[src/rtl/onedconv_pkg.sv]
// Shared types and sizing for the 1-D convolution buffer loader.
package onedconv_pkg;

   // Sequencer phases
   typedef enum logic [1:0] {IDLE, WLOAD, ILOAD, DRAIN} state_t;

   // Largest supported array size; counters are sized for it
   localparam int unsigned DIMENSION_MAX = 16;
   localparam int unsigned SLOTS         = DIMENSION_MAX + 1;
   localparam int unsigned CNT_W         = $clog2(SLOTS);

endpackage

[src/rtl/onedconv_addr_gen.sv]
// Address generator: latches the bases at accept, accumulates the ifmap row
// offset by addition and registers the BRAM read requests.
module onedconv_addr_gen
   import onedconv_pkg::*;
#(
   parameter int unsigned ADDR_W = 10
)(
   input  logic              clk,
   input  logic              rst,
   input  logic              load,
   input  logic [ADDR_W-1:0] ifmap_base_addr,
   input  logic [ADDR_W-1:0] row_stride,
   input  logic [ADDR_W-1:0] weight_base_addr,
   input  logic              step_row,
   input  logic              rd_weight,
   input  logic              rd_ifmap,
   input  logic [CNT_W-1:0]  offs,
   output logic              weight_bram_en,
   output logic [ADDR_W-1:0] weight_bram_addr,
   output logic              ifmap_bram_en,
   output logic [ADDR_W-1:0] ifmap_bram_addr
);

   logic [ADDR_W-1:0] ibase_q;
   logic [ADDR_W-1:0] stride_q;
   logic [ADDR_W-1:0] wbase_q;
   logic [ADDR_W-1:0] row_off_q;
   logic [ADDR_W-1:0] row_off_nxt;
   logic [ADDR_W-1:0] wbase_cur;
   logic [ADDR_W-1:0] offs_ext;

   // Row offset for the slot being issued; weight base bypasses the latch on accept
   always_comb begin
      row_off_nxt = row_off_q;
      if (load) begin
         row_off_nxt = '0;
      end else if (step_row) begin
         row_off_nxt = row_off_q + stride_q;
      end
      wbase_cur = load ? weight_base_addr : wbase_q;
      offs_ext  = ADDR_W'(offs);
   end

   // Base latch, offset accumulator and registered read requests
   always_ff @(posedge clk or negedge rst) begin
      if (!rst) begin
         ibase_q          <= '0;
         stride_q         <= '0;
         wbase_q          <= '0;
         row_off_q        <= '0;
         weight_bram_en   <= 1'b0;
         weight_bram_addr <= '0;
         ifmap_bram_en    <= 1'b0;
         ifmap_bram_addr  <= '0;
      end else begin
         if (load) begin
            ibase_q  <= ifmap_base_addr;
            stride_q <= row_stride;
            wbase_q  <= weight_base_addr;
         end
         row_off_q      <= row_off_nxt;
         weight_bram_en <= rd_weight;
         ifmap_bram_en  <= rd_ifmap;
         if (rd_weight) begin
            weight_bram_addr <= wbase_cur + offs_ext;
         end
         if (rd_ifmap) begin
            ifmap_bram_addr <= ibase_q + row_off_nxt + offs_ext;
         end
      end
   end

endmodule

[src/rtl/onedconv_buffer_loader.sv]
// Fills the 1-D convolution input shift-register buffers: all weight rows in
// parallel, then the ifmap rows one at a time, with a registered stage that
// aligns shift enables and zero/data selects with the BRAM read data.
// Optional feature macro: ONEDCONV_LOADER_PAD_EN (slot 0 of each row pushes a zero).
module onedconv_buffer_loader
   import onedconv_pkg::*;
#(
   parameter int unsigned DW        = 16,
   parameter int unsigned Dimension = DIMENSION_MAX,
   parameter int unsigned ADDR_W    = 10
)(
   input  logic                 clk,
   input  logic                 rst,
   input  logic                 start,
   input  logic                 abort,
   input  logic [ADDR_W-1:0]    ifmap_base_addr,
   input  logic [ADDR_W-1:0]    row_stride,
   input  logic [ADDR_W-1:0]    weight_base_addr,
   output logic                 weight_bram_en,
   output logic [ADDR_W-1:0]    weight_bram_addr,
   output logic                 ifmap_bram_en,
   output logic [ADDR_W-1:0]    ifmap_bram_addr,
   output logic [Dimension-1:0] en_shift_reg_weight_muxed,
   output logic [Dimension-1:0] en_shift_reg_ifmap_muxed,
   output logic                 zero_or_data_weight,
   output logic                 zero_or_data,
   output logic                 busy,
   output logic                 done
);

   if (DW == 0 || Dimension == 0 || Dimension + 1 > SLOTS) begin : g_bad_cfg
      $error("onedconv_buffer_loader: unsupported DW/Dimension");
   end

   state_t                state, state_nxt;
   logic [CNT_W-1:0]      k, k_nxt;
   logic [CNT_W-1:0]      r, r_nxt;
   logic                  kill, load, step_row, pad_nxt;
   logic                  rd_weight, rd_ifmap;
   logic [CNT_W-1:0]      offs_nxt;
   logic                  s1_weight, s1_weight_nxt;
   logic                  s1_ifmap, s1_ifmap_nxt;
   logic                  s1_pad, s1_pad_nxt;
   logic [Dimension-1:0]  s1_row, s1_row_nxt;
   logic [Dimension-1:0]  enw_nxt, eni_nxt;
   logic                  zdw_nxt, zd_nxt, busy_nxt, done_nxt;

   // Next-state, slot issue and aligned-stage decode
   always_comb begin
      state_nxt = state;
      k_nxt     = k;
      r_nxt     = r;
      load      = 1'b0;
      step_row  = 1'b0;
      done_nxt  = 1'b0;
      kill      = abort && (state != IDLE);

      case (state)
         IDLE: begin
            if (start && !abort) begin
               state_nxt = WLOAD;
               k_nxt     = '0;
               r_nxt     = '0;
               load      = 1'b1;
            end
         end
         WLOAD: begin
            if (k == CNT_W'(Dimension)) begin
               state_nxt = ILOAD;
               k_nxt     = '0;
               r_nxt     = '0;
            end else begin
               k_nxt = k + CNT_W'(1);
            end
         end
         ILOAD: begin
            if (k == CNT_W'(Dimension)) begin
               k_nxt = '0;
               if (r == CNT_W'(Dimension - 1)) begin
                  state_nxt = DRAIN;
               end else begin
                  r_nxt    = r + CNT_W'(1);
                  step_row = 1'b1;
               end
            end else begin
               k_nxt = k + CNT_W'(1);
            end
         end
         DRAIN: begin
            state_nxt = IDLE;
            done_nxt  = 1'b1;
         end
         default: state_nxt = IDLE;
      endcase

      if (kill) begin
         state_nxt = IDLE;
         k_nxt     = '0;
         r_nxt     = '0;
         step_row  = 1'b0;
         done_nxt  = 1'b0;
      end

`ifdef ONEDCONV_LOADER_PAD_EN
      pad_nxt  = (k_nxt == '0);
      offs_nxt = k_nxt - CNT_W'(1);
`else
      pad_nxt  = 1'b0;
      offs_nxt = k_nxt;
`endif

      s1_weight_nxt = (state_nxt == WLOAD);
      s1_ifmap_nxt  = (state_nxt == ILOAD);
      s1_pad_nxt    = pad_nxt;
      s1_row_nxt    = s1_ifmap_nxt ? (Dimension'(1) << r_nxt) : '0;
      rd_weight     = s1_weight_nxt && !pad_nxt;
      rd_ifmap      = s1_ifmap_nxt && !pad_nxt;
      busy_nxt      = (state_nxt != IDLE);

      enw_nxt = (s1_weight && !kill) ? '1 : '0;
      eni_nxt = (s1_ifmap && !kill) ? s1_row : '0;
      zdw_nxt = s1_weight && !s1_pad && !kill;
      zd_nxt  = s1_ifmap && !s1_pad && !kill;
   end

   // State, counters, issue stage and aligned output stage
   always_ff @(posedge clk or negedge rst) begin
      if (!rst) begin
         state                     <= IDLE;
         k                         <= '0;
         r                         <= '0;
         s1_weight                 <= 1'b0;
         s1_ifmap                  <= 1'b0;
         s1_pad                    <= 1'b0;
         s1_row                    <= '0;
         en_shift_reg_weight_muxed <= '0;
         en_shift_reg_ifmap_muxed  <= '0;
         zero_or_data_weight       <= 1'b0;
         zero_or_data              <= 1'b0;
         busy                      <= 1'b0;
         done                      <= 1'b0;
      end else begin
         state                     <= state_nxt;
         k                         <= k_nxt;
         r                         <= r_nxt;
         s1_weight                 <= s1_weight_nxt;
         s1_ifmap                  <= s1_ifmap_nxt;
         s1_pad                    <= s1_pad_nxt;
         s1_row                    <= s1_row_nxt;
         en_shift_reg_weight_muxed <= enw_nxt;
         en_shift_reg_ifmap_muxed  <= eni_nxt;
         zero_or_data_weight       <= zdw_nxt;
         zero_or_data              <= zd_nxt;
         busy                      <= busy_nxt;
         done                      <= done_nxt;
      end
   end

   onedconv_addr_gen #(.ADDR_W(ADDR_W)) u_addr_gen (
      .clk              (clk),
      .rst              (rst),
      .load             (load),
      .ifmap_base_addr  (ifmap_base_addr),
      .row_stride       (row_stride),
      .weight_base_addr (weight_base_addr),
      .step_row         (step_row),
      .rd_weight        (rd_weight),
      .rd_ifmap         (rd_ifmap),
      .offs             (offs_nxt),
      .weight_bram_en   (weight_bram_en),
      .weight_bram_addr (weight_bram_addr),
      .ifmap_bram_en    (ifmap_bram_en),
      .ifmap_bram_addr  (ifmap_bram_addr)
   );

endmodule

[config.mk]
export PLATFORM = sky130hd
export DESIGN_NAME = onedconv_buffer_loader
export DESIGN_NICKNAME = d
export VERILOG_FILES = /design/src/rtl/onedconv_pkg.sv /design/src/rtl/onedconv_addr_gen.sv /design/src/rtl/onedconv_buffer_loader.sv
export SDC_FILE = /design/constraint.sdc
export NUM_CORES = 1
export LEC_CHECK = 0
export CORE_ASPECT_RATIO = 2
export CORE_MARGIN = 8
export CORE_UTILIZATION = 30
export DETAILED_ROUTE_END_ITERATION = 8
export PLACE_DENSITY = 0.53
export REMOVE_ABC_BUFFERS = 1
export SLEW_MARGIN = 20
export SYNTH_ARGS = -nofsm -noshare
export SYNTH_HDL_FRONTEND = slang
export SYNTH_SLANG_ARGS = --single-unit
[constraint.sdc]
create_clock -name clk -period 5.3 [get_ports clk]
set_input_delay 0.795 -clock clk [delete_from_list [all_inputs] [get_ports clk]]
set_output_delay 0.795 -clock clk [all_outputs]
set_load 0.02 [all_outputs]
==> summary.md, run 1 <==
| Metric | Value |
|---|---|
| Yosys top cell by area | dfrtp_1 |
| Crit path kind | reg -> reg |
| Status | completed |
| Top cell type's share of synthesized area | roughly half |
| Post-synthesis async set-or-reset flop share | 100% |
| Root Buffer | clkbuf_16 |
| Routability-driven placement congestion ratio | 0.771 |
| Final hold violation count | 0 |
| Layout cells sized above 1 | under 10% |
| Routed WL | between 10 and 15 mm |
| Power per cell area | between 400 and 500 nW/µm² |
| Number of synthesized flops with an enable pin | 0 |
| Fmax | around 0.23 GHz |
| R2R depth | 16 |
| Prevailing post-synth register cell | dfrtp_1 |
| Crit Path Max Fanout | 10 |
| Synth Cell Area | about 5600 µm² |
| # Post-CTS Setup Buffers | 0 |
| Tmin final | ~4300 ps |
| Rows | 71 |
| Register area share after synthesis | about half |
| Global-route wire length before repair | 21.0 mm |
| Max_cap viols | 0 |
| R2R setup slack | ~1000 ps |
| Clk slew on worst S/H paths | 90 ps |
| Multi-input gate area | approximately 2600 µm² |
| Final Skew | ~9 ps |
| Mean area per synthesized cell | about 10 µm² |
| Reg power frac | a little over a third |
| Lkg Pwr | 3.36 nW |
| Worst hold path class | reg -> reg |
| Die W | 113 µm |
| Final Net Count | roughly 710 |
| Max Transition Viols Final | 0 |
| Initial Util | a little under a third |
| First-pass iteration count of the detailed router | 6 |
| Clock share of power | a little over a fifth |
| Crit path launch type | register |
| Initial antenna violation count | 0 |
| Critical Path AT | ~4600 ps |
| All-Layer GR Usage | ~11% |
| CTS Buf Count | 9 |
| DRT iter0 DRCs | 138 |
| Worst vdd ir | between 0.0002 and 0.00025 V |
| Largest net degree at the start of global routing | 66 |
| # hold bufs at CTS | 0 |
| Worst Hold Slack | 475 ps |
| Synth unique cells | 57 |
| Buffers on Ports | slightly above 90 |
| Vias/cell | approximately 4.6 |
| RSZ-0062 raised after global routing | false |
| Post-CTS Resized | 0 |
| Switching part of the total | between 30 and 40% |
| Register area | between 2000 and 3000 µm² |
| Clk Latency, worst-skew pair | between 300 and 400 ps |
| Clock buffer depth | 2 |
| Die ar. | 23,600 µm² |
| HPWL after DPL | around 9.2 mm |
| Post-Route Utilization | between 30% and 40% |
| Post-route design area | between 6000 and 7000 µm² |
| DIE HEIGHT | 210 µm |
| Post-synthesis instance total | approximately 560 |
| Comb pwr share | a little over two fifths |
| ANT cells | 0 |
| Setup violators final | 0 |
| Dpl cell area | 6660 µm² |
| Slew headroom | 41.8% |
| Min-Delay Startpoint | s1_row[0]$_DFF_PN0_ |
| Psw | 1.32 mW |
| Total power | 3.34 mW |
| Filler cell count | 1,872 |
| Worst r2r src | k[0]$_DFF_PN0_ |
| Worst Max-Slew Pin Slew | 874 ps |
| Seq cells post-synth | 110 |
| Worst hold stages | 1 |
| Boundary Pins | a little over 90 |
| Internal power | ~2.0 mW |
| YS warnings | 0 |
| Reg2reg end | u_addr_gen.ifmap_bram_addr[9]$_DFFE_PN0P_ |
| Layout area overhead | 24.0% |
| CP endpoint kind | register |
| Synth top area cells | dfrtp_1, nand2_1, ha_1, fa_1, xnor2_1 |
| DRC | 0 |
| Setup TNS | 0 ps |
| TritonCTS clock tree | built |
| Clk sink count | 110 |
| Critical Path RT | around 5600 ps |
| Via count | 4,005 |
| DR WL/cell | around 15 µm |
| Core area | approximately 19,000 µm² |
| Antenna Nets Post-Route | 0 |
| Vias in the first global route | ~4,100 |
| Min-Delay Endpoint | en_shift_reg_ifmap_muxed[0]$_DFF_PN0_ |
| H-Tree Depth | 3 |
| Fin crit share | a little over 80% |
| Grt total ovfl | 0 |
## power by group through the flow
| stage | sequential (mW) | clock [mW] | combinational [mW] |
|---|---|---|---|
| 3_5_place_dp | 1.21 | 0 | 1.47 |
| 4_1_cts | 1.19 | 0.713 | 1.48 |
| 6_report | 1.19 | 0.695 | 1.45 |
| 2_1_floorplan | 1.35 | 0 | 0.747 |
| 5_1_grt | 1.22 | 0.748 | 1.62 |
| 3_3_place_gp | 1.21 | 0 | 1.47 |
## layer usage
layer	GRT usage (%)	vias to the layer above	wire length [µm]
li1	-	2040	-
met1	14.2	1875	5990
met5	0	-	0
met3	3.68	10	694
met4	3.14	0	141
met2	17.2	80	5750
## cell type report
| type | count | area share [%] |
|---|---|---|
| clock inverters | 7 | 1.17 |
| repair buffers | 97 | 13.7 |
| clock buffers | 9 | 3.23 |
| multi-input cells | 387 | 36.6 |
| flip-flops and latches | 110 | 39.5 |
| inverters | 34 | 1.83 |
| well taps | 219 | 3.93 |
## state kept, by name, summed over array words and instances (netlist names), 10 cells and up
register,cells
u_addr_gen.ifmap_bram_addr,10
u_addr_gen.ibase_q,10
en_shift_reg_ifmap_muxed,16
u_addr_gen.row_off_q,10
u_addr_gen.wbase_q,10
s1_row,16
u_addr_gen.weight_bram_addr,10
u_addr_gen.stride_q,10
## cell families after synthesis
family,count (synthesis),share of synthesized area [%]
and+or+nand+nor,219,18.7
buffers and inverters,67,5.63
xor gates and xnor gates,20,3.12
DFF,110,49.0
muxes,12,2.27
AOI/OAI and AO/OA,95,11.0
adders and majority gates,41,10.2
## worst max path at each step
stage	from	slack [ps]	cells after the start	to
CTS	k[0]$_DFF_PN0_	950	16	u_addr_gen.ifmap_bram_addr[9]$_DFFE_PN0P_
finish	k[0]$_DFF_PN0_	970	16	u_addr_gen.ifmap_bram_addr[9]$_DFFE_PN0P_
global placement	abort	750	15	u_addr_gen.ifmap_bram_addr[9]$_DFFE_PN0P_
global route	state[1]$_DFF_PN0_	640	16	u_addr_gen.ifmap_bram_addr[9]$_DFFE_PN0P_
floorplan	state[0]$_DFF_PN0_	860	17	u_addr_gen.ifmap_bram_addr[9]$_DFFE_PN0P_
detailed placement	abort	700	15	u_addr_gen.ifmap_bram_addr[9]$_DFFE_PN0P_
## worst max-delay path: stages (launching register included)
cell      delay [ps]
dfrtp_1          430
inv_1            100
ha_1             160
and4bb_2         330
nand2_1          140
nor2_1           570
o211ai_1         230
fa_1             560
inv_1             70
fa_1             460
a21o_1           190
a211oi_1         280
o21ai_0          130
o211ai_1         120
xnor2_1          100
nand2b_1         160
o311ai_2         200
## stage by stage
step / setup slack, ps / cells
after global routing: 640 / 863
after detailed placement: 701 / 847
after floorplan: 860 / 531
after global placement: 748 / 847
final: 974 / 863
after CTS: 955 / 863
## layout by cell type (no fill, tap or decap), types with 2 or more instances in the layout
cell / Yosys / final
o21ai_0: 25 / 25
a31oi_1: 3 / 3
a311oi_1: 3 / 3
or3_1: 4 / 4
and3_1: 18 / 18
nor2b_1: 4 / 4
inv_8: 0 / 2
clkdlybuf4s50_1: 0 / 90
o21a_1: 2 / 2
inv_1: 34 / 34
xor2_1: 3 / 3
a41oi_1: 2 / 2
fa_1: 8 / 8
o41ai_1: 2 / 2
nor3_1: 7 / 7
o211ai_1: 3 / 3
xnor2_1: 17 / 17
nor2_1: 30 / 30
a21boi_0: 2 / 2
ha_1: 33 / 33
nand4b_1: 3 / 3
o21bai_1: 3 / 3
a21oi_1: 28 / 28
a31o_2: 2 / 2
nand2_1: 119 / 119
a21o_1: 9 / 9
dfrtp_1: 110 / 110
nand3_1: 4 / 4
or2_2: 3 / 3
nand2b_1: 8 / 8
clkinv_8: 0 / 2
nand4_1: 4 / 4
inv_6: 0 / 3
clkbuf_16: 0 / 9
mux2_2: 6 / 6
mux2i_1: 6 / 6
and2_1: 5 / 5
buf_4: 16 / 7
## cells in the mapped netlist (all sizes together), types with 2 or more instances
cell,n
nand2,120
dfrtp,110
inv,34
ha,33
nor2,31
a21oi,28
o21ai,26
buf,23
and3,18
xnor2,17
clkbuf,10
a21o,9
fa,8
nand2b,8
nor3,7
mux2,6
mux2i,6
and2,5
nand3,4
nand4,4
nor2b,4
or3,4
a21boi,3
a311oi,3
a31oi,3
nand4b,3
o211ai,3
o21bai,3
or2,3
xor2,3
a31o,2
a41oi,2
o21a,2
o311ai,2
o41ai,2
(Power assumes the default switching activity.)
==> run 2: changes to the inputs <==
- clock period: 5.3 -> 4.45 ns (I/O delays scaled with it)
==> run 2 against run 1 <==
Count of clock-buffer cells in the layout is the same. Power grew 20%. Global-route usage grew 0.20 points. Critical endpoint unchanged. Largest cell class unchanged.
==> summary.md, run 2 (synthesis results as in run 1) <==
| Metric | Value |
|---|---|
| Status | completed |
| Initial Util | 30.3% |
| Worst Hold Slack | just over 400 ps |
| H-Tree Depth | 3 |
| Boundary Pins | 92 |
| Grt total ovfl | 0 |
| Critical Path AT | 4390 ps |
| Fmax | about 0.24 GHz |
| Dpl ws | about 1.9 ps |
| Final std cells w/o fill | ~870 |
| Final hold violation count | 0 |
| Routability-driven placement congestion ratio | about 0.77 |
| Lkg Pwr | about 3.4 nW |
| Comb pwr share | between 40 and 50% |
| CP endpoint kind | register |
| Final Skew | 11.5 ps |
| First-pass iteration count of the detailed router | 4 |
| Crit path kind | reg -> reg |
| Commonest cells after routing, fill and taps aside | nand2_1, dfrtp_1, clkdlybuf4s50_1, inv_1, ha_1 |
| Largest net degree at the start of global routing | 66 |
| Layout cells sized above 1 | just under 8% |
| All-Layer GR Usage | 11.2% |
| TritonCTS clock tree | built |
| Most common cell after layout, fill and taps aside | nand2_1 |
| Power per cell area | between 500 and 600 nW/µm² |
| Setup TNS | 0 ps |
| Largest regs | en_shift_reg_ifmap_muxed: 16 flops, s1_row: 16 flops |
| Clock share of power | 20.8% |
| Global-route track usage on met1 | about 14% |
| Core area | 18,600 µm² |
| Met2 Resource Use GR | a little under a fifth |
| Met3 Usage GRT | 3.20% |
| Crit Path Max Fanout | 7 |
| Setup violators final | 0 |
| Post-Route Utilization | between 30 and 40% |
| Slew headroom | 44.2% |
| Initial antenna violation count | 0 |
| Clk slew on worst S/H paths | ~80 ps |
| Global-route wire length before repair | roughly 21 mm |
| Worst vdd ir | 0.000309 V |
| HPWL after DPL | between 9 and 10 mm |
| Rows | just over 70 |
| Routed WL | roughly 13 mm |
| Final setup margin | between 300 and 400 ps |
| Via count | between 4,000 and 5,000 |
| Clock buffer depth | 2 |
| Max Transition Viols Final | 0 |
| Placed insts | 856 |
| Root Buffer | clkbuf_16 |
| DRT iter0 DRCs | about 170 |
| Psw | roughly 1.6 mW |
| Max_cap viols | 0 |
| Internal power | around 2.4 mW |
| RSZ-0062 raised after global routing | false |
| Worst Max-Slew Pin Slew | around 840 ps |
| Crit path launch type | register |
| Fin crit share | between 90 and 100% |
| ANT cells | 0 |
| Switching part of the total | 39.4% |
| Die ar. | roughly 24,000 µm² |
| DR WL/cell | approximately 15 µm |
| Critical Path RT | between 4000 and 5000 ps |
| Worst hold path class | in -> async |
| Antenna Nets Post-Route | 0 |
| Clk Latency, worst-skew pair | 350 ps |
| Final Net Count | between 700 and 800 |
| CTS Buf Count | 9 |
| Buffers on Ports | about 90 |
| Reg power frac | between 30% and 40% |
| Clk sink count | 110 |
| Layout area overhead | 25.5% |
| Vias/cell | approximately 4.7 |
| DRC | 0 |
| Die W | approximately 110 µm |
| Most Crowded Layer GR | met2 |
| Vias in the first global route | approximately 4,300 |
| DIE HEIGHT | between 200 and 250 µm |
| Tmin final | slightly above 4000 ps |
==> run 2: path summary, 6_finish.rpt <==
kind | start | to | slack, ps | cells past startpoint
max in group asynchronous | rst | k[2]$_DFF_PN0_ | 3190 | 2
min | rst | u_addr_gen.stride_q[7]$_DFFE_PN0P_ | 410 | 1
max reg2reg | k[0]$_DFF_PN0_ | u_addr_gen.ifmap_bram_addr[9]$_DFFE_PN0P_ | 320 | 17
min reg2reg | s1_row[4]$_DFF_PN0_ | en_shift_reg_ifmap_muxed[4]$_DFF_PN0_ | 470 | 1
max | k[0]$_DFF_PN0_ | u_addr_gen.ifmap_bram_addr[9]$_DFFE_PN0P_ | 320 | 17
min in group clk | s1_row[4]$_DFF_PN0_ | en_shift_reg_ifmap_muxed[4]$_DFF_PN0_ | 470 | 1
==> run 2: repair_timing <==
action / 4_1_cts / 5_1_grt
gates resized for setup: 0 / 1
setup buffers: 0 / 0
setup endpoints to repair: 0 / 1
hold buffers: 0 / 0
==> run 2: power groups by stage <==
| stage | Clock [mW] | Combinational [mW] | Sequential (mW) |
|---|---|---|---|
| floorplan | 0 | 0.889 | 1.60 |
| global placement | 0 | 1.77 | 1.44 |
| detailed placement | 0 | 1.78 | 1.44 |
| CTS | 0.866 | 1.79 | 1.43 |
| global route | 0.906 | 1.96 | 1.46 |
| finish | 0.837 | 1.76 | 1.42 |
==> run 2: worst max-delay path: stages, from the launching register on <==
cell and delay (ps):
dfrtp_1 430, inv_1 100, ha_1 170, and4bb_4 300, nand4_1 160, mux2i_1 150
or2_2 300, fa_1 540, inv_1 40, ha_1 210, fa_1 410, a21o_1 190
a211oi_1 290, o21ai_0 140, o211ai_1 130, xnor2_1 100, nand2b_1 160, o311ai_2 210
==> run 2: cell type report <==
cell class / instances / area, µm²
timing repair buffer: 106 / 1020
fill: 1848 / 11500
multi-input combinational: 387 / 2550
clock buffer: 9 / 225
tap: 219 / 274
inverter: 34 / 128
sequential: 110 / 2750
clock inverter: 7 / 93.8
==> run 2: routing by layer <==
| metal | routed length (µm) | part of all wire (%) |
|---|---|---|
| met1 | 5890 | 46 |
| met2 | 6050 | 47 |
| met3 | 658 | 5.2 |
| met4 | 169 | 1.3 |
| met5 | 0 | 0 |
==> run 2: per-stage QoR <==
| step | cell area [µm²] | total power [mW] |
|---|---|---|
| 2_1_floorplan | 5430 | 2.49 |
| 3_3_place_gp | 6730 | 3.21 |
| 3_5_place_dp | 6730 | 3.22 |
| 4_1_cts | 7050 | 4.08 |
| 5_1_grt | 7050 | 4.32 |
| 6_report | 7050 | 4.02 |
==> run 3: changes to the inputs <==
- CORE_ASPECT_RATIO: 2 -> 0.8
- CORE_UTILIZATION: 30 -> 50
- PLACE_DENSITY: 0.53 -> 0.79
- SKIP_CTS_REPAIR_TIMING: not set -> 1
==> run 3 against run 2 <==
Sequential share of layout area is 0.58 points higher. First-iteration DRC count grew 71%. Die area down 37%. Via count up 3.6%. Setup slack better by 25 ps. Clock power up 2.4%. Critical endpoint unchanged.
==> summary.md, run 3 (synthesis results as in run 1) <==
| Metric | Value |
|---|---|
| Routed WL | about 13 mm |
| Crit path launch type | register |
| CP endpoint kind | register |
| R2R depth | 17 |
| Reg2reg end | u_addr_gen.ifmap_bram_addr[9]$_DFFE_PN0P_ |
| ANT cells | 0 |
| Crit Path Max Fanout | 7 |
| CP startpoint | k[0]$_DFF_PN0_ |
| HPWL after DPL | about 9.4 mm |
| Largest regs | en_shift_reg_ifmap_muxed: 16 flops, s1_row: 16 flops |
| Initial Util | 51.4% |
| TritonCTS clock tree | built |
| Boundary Pins | 92 |
| Clk slew on worst S/H paths | approximately 80 ps |
| Clk Latency, worst-skew pair | about 350 ps |
| Power per cell area | approximately 590 nW/µm² |
| Commonest cells after routing, fill and taps aside | nand2_1, dfrtp_1, clkdlybuf4s50_1, inv_1, ha_1 |
| DIE HEIGHT | about 110 µm |
| Die W | ~130 µm |
| Clock buffer depth | 2 |
| Via count | approximately 4,200 |
| Critical Path End | u_addr_gen.ifmap_bram_addr[9]$_DFFE_PN0P_ |
| Max_cap viols | 0 |
| All-Layer GR Usage | 18.1% |
| Grt total ovfl | 0 |
| Initial antenna violation count | 0 |
| Vias in the first global route | 4,389 |
| Routability-driven placement congestion ratio | 0.849 |
| Final Net Count | 721 |
| RSZ-0062 raised after global routing | false |
| DRT iter0 DRCs | a little under 300 |
| Slew headroom | 51.1% |
| Layout cells sized above 1 | 7.53% |
| Final Skew | between 8 and 9 ps |
| Worst Max-Slew Pin Slew | between 700 and 800 ps |
| Worst hold path class | in -> async |
| Layout area overhead | 23.6% |
| Lkg Pwr | 3.40 nW |
| First-pass iteration count of the detailed router | 4 |
| Critical Path RT | 4710 ps |
| Status | completed |
| Root Buffer | clkbuf_16 |
| Tmin final | 4110 ps |
| Max Transition Viols Final | 0 |
| Worst r2r src | k[0]$_DFF_PN0_ |
| Core area | about 11,000 µm² |
| Die ar. | 14,900 µm² |
| DRC | 0 |
| DR WL/cell | ~16 µm |
| Fmax | approximately 0.24 GHz |
| Most common cell after layout, fill and taps aside | nand2_1 |
| Rows | 34 |
| H-Tree Depth | 3 |
| Clk sink count | between 100 and 150 |
| Crit path kind | reg -> reg |
| CTS Buf Count | 9 |
| Buffers on Ports | just over 90 |
| Critical Path AT | 4370 ps |
| Fin crit share | between 90% and 100% |
| Setup violators final | 0 |
| Total power | 4.07 mW |
| Global-route wire length before repair | 22.1 mm |
| Largest net degree at the start of global routing | 85 |
| Vias/cell | between 5 and 6 |
| Antenna Nets Post-Route | 0 |
| Final hold violation count | 0 |
| R2R setup slack | 340 ps |
| Setup TNS | 0 ps |
| Worst vdd ir | around 0.00037 V |
run 3: how the worst min path moves through the flow:
stage,cells past startpoint,start,slack (ps),endpoint
after floorplan,0,rst,370,busy$_DFF_PN0_
after global placement,2,u_addr_gen.ifmap_bram_addr[5]$_DFFE_PN0P_,460,u_addr_gen.ifmap_bram_addr[5]$_DFFE_PN0P_
after detailed placement,2,u_addr_gen.ifmap_bram_addr[0]$_DFFE_PN0P_,460,u_addr_gen.ifmap_bram_addr[0]$_DFFE_PN0P_
after CTS,2,u_addr_gen.ifmap_bram_addr[0]$_DFFE_PN0P_,480,u_addr_gen.ifmap_bram_addr[0]$_DFFE_PN0P_
after global routing,1,rst,420,en_shift_reg_ifmap_muxed[2]$_DFF_PN0_
final,1,rst,350,en_shift_reg_ifmap_muxed[10]$_DFF_PN0_
run 3: stage by stage:
step                      util, %  hold WS (ps)  instances  setup WS, ps  area, µm²
after CTS                    63.4           482        795           275       6940
after global routing         63.5           424        795          68.2       6950
after floorplan                 -           372        531          10.1       5430
after detailed placement     60.5           462        779          3.07       6620
after global placement       60.5           455        779           162       6620
final                        63.5           346        795           342       6950
run 3: routing by layer:
metal  part of all wire, %  vias to the layer above  global-route usage, %
met5                     0                        -                      0
met4                   1.5                        0                   4.71
met3                   7.5                       18                   5.39
met2                    45                      138                   27.6
met1                    46                     2032                   24.5
li1                      -                     2043                      -
run 3: where the power goes:
part	leakage [nW]	switching (mW)	internal, mW
Clock	0.158	0.401	0.456
Combinational	1.80	1.03	0.768
Sequential	1.45	0.165	1.25
run 3: critical path, cell delays in order, from the launching register on:
cell and delay (ps):
dfrtp_1 430, inv_1 100, ha_1 160, and4bb_2 340, nand4_1 160, mux2i_1 140
or2_2 310, fa_1 540, inv_1 50, ha_1 220, fa_1 410, a21o_1 200
a211oi_2 250, o21ai_0 120, o211ai_1 110, xnor2_1 90, nand2b_1 160, o311ai_2 210
run 3: final cells by class:
| type | instances | area, µm² |
|---|---|---|
| clock inverters | 7 | 95.1 |
| well taps | 144 | 180 |
| inverters | 34 | 128 |
| fillers | 872 | 3990 |
| multi-input cells | 387 | 2550 |
| repair buffers | 104 | 1010 |
| clock buffers | 9 | 225 |
| flip-flops and latches | 110 | 2750 |
